[src/rtl/gen_scheduler.sv]
// Generation scheduler: paces next-state engine runs, gates commits on vblank, handles clear.
// Ports: clk, reset (async, active-high), run, step, clear, rate_sel[1:0], vblank, eng_done
//   in; eng_start, commit, clear_o (pulses), generation[15:0], busy out.
// Optional feature: define GEN_SCHED_VBLANK_SYNC_EN to hold commits until vblank=1.
module gen_scheduler #(
  parameter int BASE_TICKS = 25000000,
  parameter int CNT_W      = 32
) (
  input  logic        clk,
  input  logic        reset,
  input  logic        run,
  input  logic        step,
  input  logic        clear,
  input  logic [1:0]  rate_sel,
  input  logic        vblank,
  input  logic        eng_done,
  output logic        eng_start,
  output logic        commit,
  output logic        clear_o,
  output logic [15:0] generation,
  output logic        busy
);

  typedef enum logic [2:0] {
    IDLE, START, COMPUTE, WAIT_VB, COMMIT, CLEAR
  } state_t;

  state_t           state_q, state_d;
  logic [CNT_W-1:0] count_q, count_d;
  logic [CNT_W-1:0] period, period_m1;
  logic             gen_pend_q, gen_pend_d;
  logic             clr_pend_q, clr_pend_d;
  logic [15:0]      generation_q, generation_d;
  logic             tick, gen_req;

  assign period    = CNT_W'(BASE_TICKS) << rate_sel;
  assign period_m1 = period - CNT_W'(1);

  // >= rather than == so a shrinking period fires at once instead of
  // running the counter all the way around.
  assign tick    = run & (count_q >= period_m1);
  assign gen_req = tick | (step & ~run);

  always_comb begin
    count_d = count_q + CNT_W'(1);
    if (!run || tick) count_d = '0;
  end

`ifndef GEN_SCHED_VBLANK_SYNC_EN
  logic vblank_unused;
  assign vblank_unused = vblank;
`endif

  always_comb begin
    state_d      = state_q;
    eng_start    = 1'b0;
    commit       = 1'b0;
    clear_o      = 1'b0;
    gen_pend_d   = gen_pend_q | gen_req;
    clr_pend_d   = clr_pend_q | clear;
    generation_d = generation_q;
    unique case (state_q)
      IDLE: begin
        if (clr_pend_q)      state_d = CLEAR;
        else if (gen_pend_q) state_d = START;
      end
      START: begin
        eng_start  = 1'b1;
        // A request arriving while the current one is consumed is dropped.
        gen_pend_d = 1'b0;
        state_d    = COMPUTE;
      end
      COMPUTE: begin
        if (eng_done) begin
          if (clr_pend_q) state_d = CLEAR;
          else            state_d = WAIT_VB;
        end
      end
      WAIT_VB: begin
`ifdef GEN_SCHED_VBLANK_SYNC_EN
        if (vblank) state_d = COMMIT;
`else
        state_d = COMMIT;
`endif
      end
      COMMIT: begin
        commit       = 1'b1;
        generation_d = generation_q + 16'd1;
        state_d      = IDLE;
      end
      CLEAR: begin
        clear_o      = 1'b1;
        generation_d = '0;
        gen_pend_d   = 1'b0;
        clr_pend_d   = 1'b0;
        state_d      = IDLE;
      end
      default: state_d = IDLE;
    endcase
  end

  always_ff @(posedge clk or posedge reset) begin
    if (reset) begin
      state_q      <= IDLE;
      count_q      <= '0;
      gen_pend_q   <= 1'b0;
      clr_pend_q   <= 1'b0;
      generation_q <= '0;
    end else begin
      state_q      <= state_d;
      count_q      <= count_d;
      gen_pend_q   <= gen_pend_d;
      clr_pend_q   <= clr_pend_d;
      generation_q <= generation_d;
    end
  end

  assign generation = generation_q;
  assign busy       = (state_q != IDLE);

endmodule
[config.mk]
export PLATFORM = sky130hd
export DESIGN_NAME = gen_scheduler
export DESIGN_NICKNAME = d
export VERILOG_FILES = /design/src/rtl/gen_scheduler.sv
export SDC_FILE = /design/constraint.sdc
export NUM_CORES = 1
export LEC_CHECK = 0
export ABC_AREA = 0
export BUFFER_PORTS_ARGS = -buffer_cell sky130_fd_sc_hd__buf_4
export CAP_MARGIN = 20
export CORE_ASPECT_RATIO = 0.5
export CORE_UTILIZATION = 31
export CTS_BUF_LIST = sky130_fd_sc_hd__clkbuf_4 sky130_fd_sc_hd__clkbuf_8 sky130_fd_sc_hd__clkbuf_16
export DETAILED_ROUTE_END_ITERATION = 10
export GPL_ROUTABILITY_DRIVEN = 0
export GPL_TIMING_DRIVEN = 0
export PLACE_DENSITY = 0.49
export SLEW_MARGIN = 20
export SYNTH_ARGS = -nofsm -noshare
export SYNTH_HDL_FRONTEND = slang
export SYNTH_SLANG_ARGS = --single-unit
[constraint.sdc]
create_clock -name clk -period 5.4 [get_ports clk]
set_clock_uncertainty 0.05 [all_clocks]
set_input_delay 0.27 -clock clk [delete_from_list [all_inputs] [get_ports clk]]
set_output_delay 0.27 -clock clk [all_outputs]
set_load 0.1 [all_outputs]
== Word-level counts from Yosys, hierarchy flattened ==
Index checks and enable logic that the tools add are counted.

* Output and inout bits: 20
* Register bits: 53
* Logic and storage cells: 42
* Input port bits: 9

* Equality and inequality tests: 7
* Bitwise gates (word level): 6
* Reductions and logical operators: 7
* Magnitude comparators: 1
* Mux-type cells: 12
* Shifts and indexed selects: 1
* Add/sub/neg operators: 3

{| class="wikitable"
|+ Operator list
! operator !! number
|-
| 32-bit by 1-bit adder with 32-bit output (second input constant) || 1
|-
| 32-bit >= comparator || 1
|-
| 32-bit 2-to-1 mux || 1
|-
| 16-bit one-hot mux with 2 select lines || 1
|-
| 25-bit by 2-bit left shift with 32-bit output (first input constant) || 1
|-
| 32-bit by 1-bit subtractor with 32-bit output (second input constant) || 1
|-
| 16-bit by 1-bit adder with 16-bit output (second input constant) || 1
|-
| 3-bit 2-to-1 mux || 4
|-
| 3-bit one-hot mux with 4 select lines || 1
|-
| 3-bit by 2-bit == test with 1-bit output (second input constant) || 2
|-
| 3-bit == test (second input constant) || 2
|-
| 1-bit 2-to-1 mux || 5
|-
| 3-bit by 1-bit == test with 1-bit output (second input constant) || 1
|-
| 3-bit zero test || 1
|-
| 3-bit inequality test (second input constant) || 1
|-
| 1-bit OR || 3
|-
| 3-bit nonzero test || 1
|-
| 1-bit bitwise AND || 2
|-
| 2-bit inequality test (second input constant) || 1
|-
| 2-bit AND reduction || 1
|-
| 2-bit nonzero test || 1
|-
| 2-bit OR reduction || 1
|-
| 1-bit zero test || 1
|-
| 1-bit logical OR || 1
|-
| 1-bit NOT || 1
|}

== Depth between registers and ports, before layout ==
Gate-level depths: netlist (run 1).

* Depth in word-level cells: 7
* Depth in mapped cells: 11

== Worst setup path after synthesis (run 1) ==
OpenSTA, ideal clock, no wires.

* Path kind: register to register
* From: register generation_q[2], in the netlist generation[2]
* To: register generation_q[13], in the netlist generation[13]
* Data required time: 5283 ps
* Arrival time: 2453 ps
* Path slack: 2831 ps
* Period minus slack after synthesis: 2569 ps
* Cell stages (with the launch flop): 7
* Library setup time: 67 ps
* Buffers on the path: 1
* Cell sequence: dfrtp_1 -> nand3_1 -> or3_1 -> clkbuf_1 -> or4_1 -> a21oi_1 -> a21o_1

* Cells in the longest elaborated chain, start to end: 2

{| class="wikitable"
|+ Ends and longest elaborated chain
! element !! line !! RTL
|-
| start: declaration || 33 || <nowiki>logic [15:0] generation_q, generation_d;</nowiki>
|-
| start signal: assignment || 114 || <nowiki>generation_q <= generation_d;</nowiki>
|-
| 16-bit by 1-bit adder with 16-bit output || 88 || <nowiki>generation_d = generation_q + 16'd1;</nowiki>
|-
| 16-bit one-hot mux with 2 select lines || 62 || <nowiki>unique case (state_q)</nowiki>
|}

No other way between the ends.
A chain may end at the register's enable or synchronous reset.

== Worst setup path in the final report (run 1) ==
* From: register count_q[27]
* To: register count_q[22]

* Cells in the longest elaborated chain, start to end: 4

{| class="wikitable"
|+ Ends and longest elaborated chain
! element !! line !! RTL
|-
| start: declaration || 29 || <nowiki>logic [CNT_W-1:0] count_q, count_d;</nowiki>
|-
| start signal: assignment || 111 || <nowiki>count_q <= count_d;</nowiki>
|-
| 32-bit >= comparator || 41 || <nowiki>assign tick = run & (count_q >= period_m1);</nowiki>
|-
| 1-bit bitwise AND || 41 ||
|-
| 1-bit logical OR || 46 || <nowiki>if (!run || tick) count_d = '0;</nowiki>
|-
| 32-bit 2-to-1 mux || 46 ||
|-
| named net count_d[22] || 29 ||
|}

The timed path passes the listed nets, and every way through them passes these cells.

==> results of run 1 <==
[report_power, final]
group          internal [mW]  total (mW)  switching (mW)  leakage (nW)
clock                  0.178       0.331           0.154        0.0665
sequential             0.439       0.490          0.0512         0.711
combinational          0.134       0.548           0.413          1.01
total                  0.751        1.37           0.618          1.79
[synthesized netlist by cell type, types with 3 or more instances]
| cell | count | share of area [%] |
|---|---|---|
| clkbuf_1 | 10 | 1.1 |
| xnor2_1 | 18 | 4.7 |
| or2_2 | 3 | 0.56 |
| o21ai_0 | 13 | 1.9 |
| nor2b_1 | 3 | 0.56 |
| and4_1 | 5 | 1.3 |
| or3_1 | 4 | 0.74 |
| and3_1 | 5 | 0.93 |
| nand2b_1 | 3 | 0.56 |
| nand4_1 | 13 | 2.4 |
| nor2_1 | 18 | 2.0 |
| xor2_1 | 14 | 3.6 |
| a31oi_1 | 6 | 1.1 |
| ha_1 | 26 | 9.7 |
| a21o_1 | 9 | 2.0 |
| nor3_1 | 39 | 5.8 |
| inv_1 | 13 | 1.4 |
| mux2i_1 | 5 | 1.5 |
| dfrtp_1 | 53 | 39 |
| nand3_1 | 15 | 2.2 |
| a21oi_1 | 9 | 1.3 |
| buf_2 | 4 | 0.59 |
| nand2_1 | 32 | 3.6 |
[sequential cells by signal, indices dropped and copies added (netlist names)]
| name | count |
|---|---|
| generation | 16 |
| gen_pend_q | 1 |
| count_q | 32 |
| state_q | 3 |
| clr_pend_q | 1 |
[layer usage]
layer  vias to the layer above  track usage (%)  part of all wire [%]
li1                       1367                -                     -
met1                      1284             19.4                    52
met2                        34             22.8                    43
met3                         5             3.65                   3.4
met4                         0             3.40                  0.84
met5                         -                0                     0
[cell families (layout without fill, tap and decap cells)]
group / Yosys count / in the layout / share of synthesized area [%]
adders and majority gates: 26 / 26 / 9.66
buffers and inverters: 27 / 62 / 3.16
muxes: 7 / 7 / 2.15
AOI/OAI and AO/OA: 48 / 48 / 9.40
xor gates and xnor gates: 32 / 32 / 8.32
DFF: 53 / 53 / 39.4
other: 2 / 7 / 0.223
and+or+nand+nor: 163 / 163 / 27.7
[per-stage QoR]
stage | hold WS [ps] | area (um2) | utilization [%]
2_1_floorplan | 345 | 3390 | -
3_3_place_gp | 433 | 3760 | 36.3
3_5_place_dp | 391 | 3770 | 36.3
4_1_cts | 64.2 | 3920 | 37.7
5_1_grt | 91.2 | 3920 | 37.7
6_report | 25.9 | 3920 | 37.7
[worst register-to-register path: cells and delay by family (launching register included)]
family	cells	cell delay, ps
and+or+nand+nor	3	730
AOI/OAI and AO/OA	2	490
buffers and inverters	1	450
DFF	1	430
adders and majority gates	1	350
[worst paths after layout]
path                             start             to  slack (ps)  cells after the start
setup / recovery           count_q[27]    count_q[22]        2770                      7
hold / removal                   reset  generation[6]          30                      2
setup reg to reg           count_q[27]    count_q[22]        2770                      7
hold reg to reg             count_q[0]     count_q[0]         440                      1
max in group asynchronous        reset    count_q[28]        4790                      2
min in group clk                 clear     clr_pend_q         120                      3
[area by class of cell]
cell class / instances / area (um2)
fillers: 1058 / 6460
multi-input cells: 283 / 1950
flip-flops and latches: 53 / 1330
repair buffers: 27 / 203
well taps: 140 / 175
clock buffers: 6 / 133
plain buffers: 14 / 57.6
inverters: 13 / 51.3
clock inverters: 2 / 15.0
==> results.md, run 1 <==
- Outcome: finished clean
- H-tree depth: 2
- Critical-path top delay cell: or4b_1
- Cts hold-fix bufs: 0
- Crit share post-route: about half
- Cells after synthesis: around 360
- Core box area: roughly 10000 um2
- Fmax: roughly 380 MHz
- Initial core utilization: around 32%
- DRC Markers: 0
- Setup TNS: 0 ps
- Final ANT Viol Nets: 0
- Slew @ Worst Pin: around 690 ps
- Final setup vio count: 0
- Final WL: roughly 7400 um
- Number of synthesized register bits: 53
- IO Count: 29
- WS Path Type: flip-flop to flip-flop
- Ys async rst share: 100%
- Post-CTS Setup Bufs: 0
- Top FF cell, synth: dfrtp_1
- Port Buffers: 27
- Placed Cells: 530
- Maximum number of pins on one net before global-route repair: between 50 and 60
- CP cell instances: ha_1, nand3_1, or4b_1, a31oi_1, a311o_1, clkbuf_1, nor3_1
- Worst slew margin: ~54%
- Worst slack, placed: 2530 ps
- Root Driver: clkbuf_16
- Inserted Diodes: 0
- CP top delay family: simple AND/OR/NAND/NOR gates
- Worst vdd ir: around 0.15 mV
- Post-CTS sizing: 0
- Max-slew violation count: 0
- Initial antenna violation count: 0
- Worst min path class: input pin to async pin
- Drt first pass iters: 4
- Initial drt markers: between 90 and 100
- Cell variety after synth: 50
- First-pass GRT wire length: around 13000 um
- Sequential area share after synthesis: 39.4%
- Final min period: 2630 ps
- Pwr/cell area: ~350 nW/um2
- Lkg Pwr: between 1.5 and 2 nW
- Mapped cell area: 3370 um2
- Die Y: 75.7 um
- RSZ-0062 raised after global routing: no
- CTS Buffer Depth: 2
- Synthesis Warnings: 0
- DR vias: about 2700
- EDFF count, synth: 0
- Largest stage delay on the critical path: between 400 and 500 ps
- DIE WIDTH: 149 um
- Vias in the first global route: 2531
- Clock latency on the worst-skew pair: 300 ps
- Syn_area_per_cell: between 9 and 10 um2
- Sink Count: 53
- DP Wirelength: between 5000 and 6000 um
- CTS clk-pin slew, worst paths: around 70 ps
- Gr usage total: 14.2%
- Worst Path Arrival: 2730 ps
- Global route overflow: 0
- CTS tree: yes
- Synth-to-Final Area Change: 16.2%
- Leading cell types in the layout, fill and taps excluded: 53 x dfrtp_1, 39 x nor3_1, 32 x nand2_1, 27 x buf_4, 26 x ha_1
- Power Total: roughly 1.4 mW
- Std-Cell Rows: 26
- CP bufs+invs: 1
- Startpoint types: flip-flop
- Post-detailed-route wirelength per cell: around 14 um
- Max-Cap Viols: 0
- Finished Layout Cells: approximately 540
- Final hold violations: 0
- Most common cell after layout, fill and taps aside: dfrtp_1
- Vias/cell: approximately 5.0
- CTS Buf Count: 5
- Nets: around 430
- Worst Path Required: about 5500 ps
- Worst Setup End Kind: flip-flop
- CP max FO: 10
- Fraction of layout cells with a size suffix above 1: 14.3%
- DIE AREA: 11300 um2
- Final worst slack: 2770 ps
Power figures use the tool's default switching activity.
==> inputs of run 2 (changes only) <==
--- a/config.mk
+++ b/config.mk
@@ -14,7 +14,7 @@
 export DETAILED_ROUTE_END_ITERATION = 10
 export GPL_ROUTABILITY_DRIVEN = 0
 export GPL_TIMING_DRIVEN = 0
-export PLACE_DENSITY = 0.49
+export PLACE_DENSITY = 0.51
 export SLEW_MARGIN = 20
 export SYNTH_ARGS = -nofsm -noshare
 export SYNTH_HDL_FRONTEND = slang
==> constraint.sdc (replaced) <==
create_clock -name clk -period 2.2 [get_ports clk]
set_clock_uncertainty 0.05 [all_clocks]
set_input_delay 0.11 -clock clk [delete_from_list [all_inputs] [get_ports clk]]
set_output_delay 0.11 -clock clk [all_outputs]
set_load 0.1 [all_outputs]
==> run 2 against run 1 <==
Global-route usage rose by 0.92 points. Design area is 19% higher. First-iteration DRC count increased by 55%. Setup slack worse by 2800 ps. Count of clock-buffer cells in the layout is 1 lower. Sequential power up 150%. Routed wire length is 14% higher. Critical path type unchanged. Critical endpoint is now count_q[30]. Highest routed layer unchanged.
==> results.md, run 2 (synthesis results as in run 1) <==
- Outcome: finished clean
- Drt first pass iters: 6
- Worst vdd ir: slightly below 0.4 mV
- Largest stage delay on the critical path: ~430 ps
- First-pass GRT wire length: approximately 13000 um
- Inserted Diodes: 0
- Fmax: roughly 460 MHz
- Root Driver: clkbuf_16
- Lkg Pwr: roughly 2 nW
- Startpoint types: flip-flop
- Worst slew margin: 54.6%
- Nets: between 400 and 500
- Core box area: 10400 um2
- Final WL: between 8000 and 9000 um
- Worst Path Required: between 2000 and 2500 ps
- Port Buffers: 27
- Crit share post-route: approximately 100%
- DR vias: 2857
- CP top delay family: simple AND/OR/NAND/NOR gates
- Initial drt markers: roughly 140
- Final min period: approximately 2200 ps
- Final setup vio count: 0
- CTS Buffer Depth: 2
- Sink Count: 53
- Power Total: ~3.4 mW
- CTS Buf Count: 5
- Most common cell after layout, fill and taps aside: buf_4
- WS Path Type: flip-flop to flip-flop
- Final ANT Viol Nets: 0
- Sequential Power Share: a little over a third
- DIE WIDTH: 149 um
- DP Wirelength: 5290 um
- CP max FO: 6
- Std-Cell Rows: 26
- IO Count: 29
- Internal power: 1.88 mW
- CTS tree: yes
- Leading cell types in the layout, fill and taps excluded: 50 x buf_4, 41 x dfrtp_1, 32 x nand2_1, 23 x nor3_2
- Worst Setup End Kind: flip-flop
- Switching pwr: 1.54 mW
- Global route overflow: 0
- RSZ-0062 raised after global routing: yes
- CP cell instances: ha_4, nand4_1, or3_4, a211oi_4, clkbuf_4, nor3_1
- Logic pwr share: between 40% and 50%
- Pwr/cell area: roughly 730 nW/um2
- DIE AREA: 11300 um2
- Initial antenna violation count: 0
- Max FFs per register: 32
- Critical-path top delay cell: or3_4
- Maximum number of pins on one net before global-route repair: 54
- Clock latency on the worst-skew pair: around 300 ps
- Worst Path Arrival: roughly 2300 ps
- Post-detailed-route wirelength per cell: about 15 um
- Fraction of layout cells with a size suffix above 1: 34.6%
- Max-Cap Viols: 0
- Gr usage total: ~15%
- Register with the most flip-flops: count_q
- CP bufs+invs: 1
- Vias/cell: approximately 5.0
- Slew @ Worst Pin: 681 ps
- Vias in the first global route: around 2700
- Synth-to-Final Area Change: 38.5%
- Die Y: 75.7 um
- Hold Slack: between 50 and 60 ps
- Reg area: roughly 1300 um2
- Clock Power Share: a little under a quarter
- H-tree depth: 2
- Fill cells: between 900 and 1000
- Switching Share: roughly 45%
- Max-slew violation count: 0
- Footprint of the multi-input gates: ~2300 um2
- Initial core utilization: about 32%
- Final hold violations: 0
- DRC Markers: 0
- Worst min path class: input pin to flip-flop
- CTS clk-pin slew, worst paths: 80 ps
-- run 2: changes by cell type in the layout (fill, tap and decap cells not counted), sizes merged --
cell	before	now
a311o	1	2
buf	31	61
clkbuf	16	17
clkinv	0	1
clkinvlp	2	1
dlygate4sd3	0	2
inv	13	14
-- run 2: path summary, 6_finish.rpt --
kind | slack [ps] | endpoint | cells after the start | startpoint
max | 3 | count_q[30] | 6 | count_q[30]
min in group asynchronous | 420 | generation[2] | 3 | reset
max reg2reg | 3 | count_q[30] | 6 | count_q[30]
min | 60 | state_q[1] | 4 | eng_done
min reg2reg | 450 | count_q[0] | 1 | count_q[0]
max in group asynchronous | 1170 | count_q[23] | 3 | reset
-- run 2: what timing repair did --
item / CTS / global route
buffers inserted: 20 / 7
endpoints found under the setup margin: 32 / 33
hold endpoints to repair: 54 / 0
pin swaps: 18 / 8
gates resized for setup: 58 / 33
cloned: 5 / 2
hold buffers: 2 / 0
-- run 2: layout make-up --
class | instances | area share (%)
timing repair buffer | 61 | 11.0
clock inverter | 3 | 0.456
sequential | 53 | 28.8
inverter | 13 | 1.10
tap | 140 | 3.76
buffer | 14 | 2.84
clock buffer | 5 | 2.68
multi-input combinational | 284 | 49.4
-- run 2: per-layer routing --
metal	wire, um	GRT usage [%]	up-vias
li1	-	-	1444
met1	4300	21.0	1375
met2	3880	24.9	33
met3	251	3.11	5
met4	46	2.72	0
met5	0	0	-
-- run 2: tightest hold or removal path, stage by stage --
cell and delay, ps:
buf_4 80, nand2_1 40, nand3b_1 70, a21oi_1 60
-- run 2: power by group through the flow --
stage          logic [mW]  registers (mW)  clock network (mW)
2_1_floorplan       0.695            1.58                   0
3_3_place_gp         1.35            1.23                   0
3_5_place_dp         1.36            1.23                   0
4_1_cts              1.40            1.21               0.841
5_1_grt              1.52            1.23               0.868
6_report             1.41            1.21               0.808
-- run 2: metrics by stage --
step / setup slack [ps] / util [%] / instance area [um2] / TNS, ps / cells
3_3_place_gp: -462 / 36.5 / 3780 / -18200 / 530
5_1_grt: -85.5 / 44.9 / 4660 / -1110 / 573
6_report: 3.48 / 44.9 / 4660 / 0 / 573
3_5_place_dp: -457 / 36.5 / 3790 / -13470 / 530
2_1_floorplan: -105 / - / 3410 / -105 / 363
4_1_cts: -30.6 / 42.7 / 4430 / -343 / 565
==> inputs of run 3 (changes only) <==
==> constraint.sdc (replaced) <==
create_clock -name clk -period 2.2 [get_ports clk]
set_clock_uncertainty 0.05 [all_clocks]
set_input_delay 0.44 -clock clk [delete_from_list [all_inputs] [get_ports clk]]
set_output_delay 0.44 -clock clk [all_outputs]
set_load 0.1 [all_outputs]
==> run 3 against run 2 <==
Non-clock buffer count shrank 24. Worst hold slack gained 160 ps. Cell count shrank 4.4%. Setup slack lost 200 ps. Utilization shrank 2.5 points. Flip-flop and latch count is the same. Combinational power is essentially flat. Maximum frequency shrank 8.2%. The run now ends with setup timing left. Critical endpoint is now count_q[24]. Sequential share of layout area grew 1.7 points. Critical path type is now input pin to flip-flop. Largest cell class unchanged.
==> results.md, run 3 (synthesis results as in run 1) <==
- Inserted Diodes: 0
- Std-Cell Rows: 26
- CTS Buf Count: 5
- CTS clk-pin slew, worst paths: approximately 70 ps
- Worst Path Required: between 2000 and 2500 ps
- DIE WIDTH: between 100 and 150 um
- Nets: approximately 440
- Slew @ Worst Pin: approximately 690 ps
- Final worst slack: -193 ps
- Max FFs per register: 32
- Global route overflow: 0
- Largest stage delay on the critical path: 510 ps
- Drt first pass iters: 4
- Initial antenna violation count: 0
- Maximum number of pins on one net before global-route repair: between 50 and 60
- CP cell instances: buf_12, or2_4, ha_4, ha_4, nand4_1, o21ai_1, nand4_1, a211oi_4, buf_6, nor3_2
- Failing checks: setup timing
- Outcome: finished with violations
- Worst Path Arrival: around 2500 ps
- Fmax: ~420 MHz
- Register with the most flip-flops: count_q
- DR vias: around 2800
- Clock latency on the worst-skew pair: 300 ps
- Top Layer Used: met4
- Fraction of layout cells with a size suffix above 1: a little under a third
- Met1 wire length: about 3900 um
- Critical-path top delay cell: a211oi_4
- Worst slew margin: approximately 54%
- Met2 wire length: approximately 3900 um
- Leading cell types in the layout, fill and taps excluded: 43 x dfrtp_1, 32 x nand2_1, 32 x buf_4, 30 x nor3_2, 21 x ha_1
- Die Y: around 76 um
- Final WL: 8140 um
- Worst vdd ir: roughly 0.39 mV
- Cts hold-fix bufs: 0
- Vias/cell: 5.16
- First-pass GRT wire length: ~13000 um
- Setup TNS: -5360 ps
- Vias in the first global route: between 2000 and 3000
- Synth-to-Final Area Change: 30.6%
- Root Driver: clkbuf_16
- Final min period: 2390 ps
- DIE AREA: between 10000 and 15000 um2
- Initial drt markers: 157
- CTS tree: yes
- Fill cells: 994
- Gr usage total: 15.1%
- Placed Cells: 530
- Crit share post-route: 109%
- Final setup vio count: 33
- Port Buffers: 27
- RSZ-0062 raised after global routing: yes
- Max-slew violation count: 0
- DP Wirelength: approximately 5700 um
- Max-Cap Viols: 0
- Final ANT Viol Nets: 0
- Reg area: 1340 um2
- Lkg Pwr: approximately 1.9 nW
- H-tree depth: 2
- WS Path Type: input pin to flip-flop
- Flop2flop setup slack: -90 ps
- Startpoint types: input pin
- IO Count: 29
- WL met3: 251 um
- Sink Count: 53
- Most common cell after layout, fill and taps aside: dfrtp_1
- Post-detailed-route wirelength per cell: ~15 um
- Core box area: 10400 um2
- Finished Layout Cells: between 500 and 600
- Worst min path class: input pin to async pin
- Initial core utilization: between 30% and 40%
- Footprint of the multi-input gates: around 2200 um2
- Pwr/cell area: around 810 nW/um2
- CTS Buffer Depth: 2
- Final hold violations: 0
- CP max FO: 10
- DRC Markers: 0
- Worst Setup End Kind: flip-flop
run 3: cell types whose count changed in the layout (fill, tap and decap cells not counted), sizes merged:
cell / delta
inv: -1
buf: -20
clkinv: -1
a311o: -1
dlygate4sd3: -2
bufinv: +1
clkinvlp: -1
run 3: cell type report:
class	count	area share, %
flip-flops and latches	53	30.4
clock buffers	7	3.33
inverters	13	1.17
plain buffers	14	2.36
multi-input cells	283	50.8
repair buffers	37	7.25
well taps	140	3.98
clock inverters	1	0.682
run 3: repair_timing:
item	CTS	global route
gates cloned	1	1
endpoints found under the hold margin	0	0
pin swaps	5	6
setup endpoints to repair	34	33
buffers inserted	6	2
gates resized for setup	12	17
run 3: final timing paths:
path	from	to	depth (start not counted)
worst max register to register	count_q[30]	count_q[24]	6
worst max-delay path	rate_sel[1]	count_q[24]	10
min in group clk	clear	clr_pend_q	3
max in group asynchronous	reset	count_q[27]	2
worst min register to register	count_q[0]	count_q[0]	1
worst min-delay path	reset	generation[6]	2
run 3: critical path, delay by kind of cell:
kind	cells	cell delay (ps)
AOI/OAI and AO/OA	2	670
and+or+nand+nor	4	550
adders and majority gates	2	490
buffers and inverters	2	360
run 3: metrics by stage:
step	setup slack (ps)	hold WS [ps]	utilization [%]	area [um2]	total power, mW
after floorplan	-216	418	-	3620	2.29
after global placement	-606	440	38.5	3990	2.59
after detailed placement	-713	450	38.5	4000	2.61
after CTS	-192	241	41.1	4260	3.59
after global routing	-260	272	42.4	4400	3.75
final	-193	213	42.4	4400	3.56
run 3: per-layer routing:
metal / GRT usage [%] / up-vias
li1: - / 1386
met4: 4.08 / 0
met5: 0 / -
met1: 19.0 / 1396
met3: 2.69 / 5
met2: 27.1 / 40
run 3: power by group:
| part | switching (mW) | internal, mW | total, mW |
|---|---|---|---|
| Combinational | 1.03 | 0.369 | 1.40 |
| Clock | 0.356 | 0.582 | 0.938 |
| Sequential | 0.136 | 1.09 | 1.22 |
| Total | 1.52 | 2.04 | 3.56 |
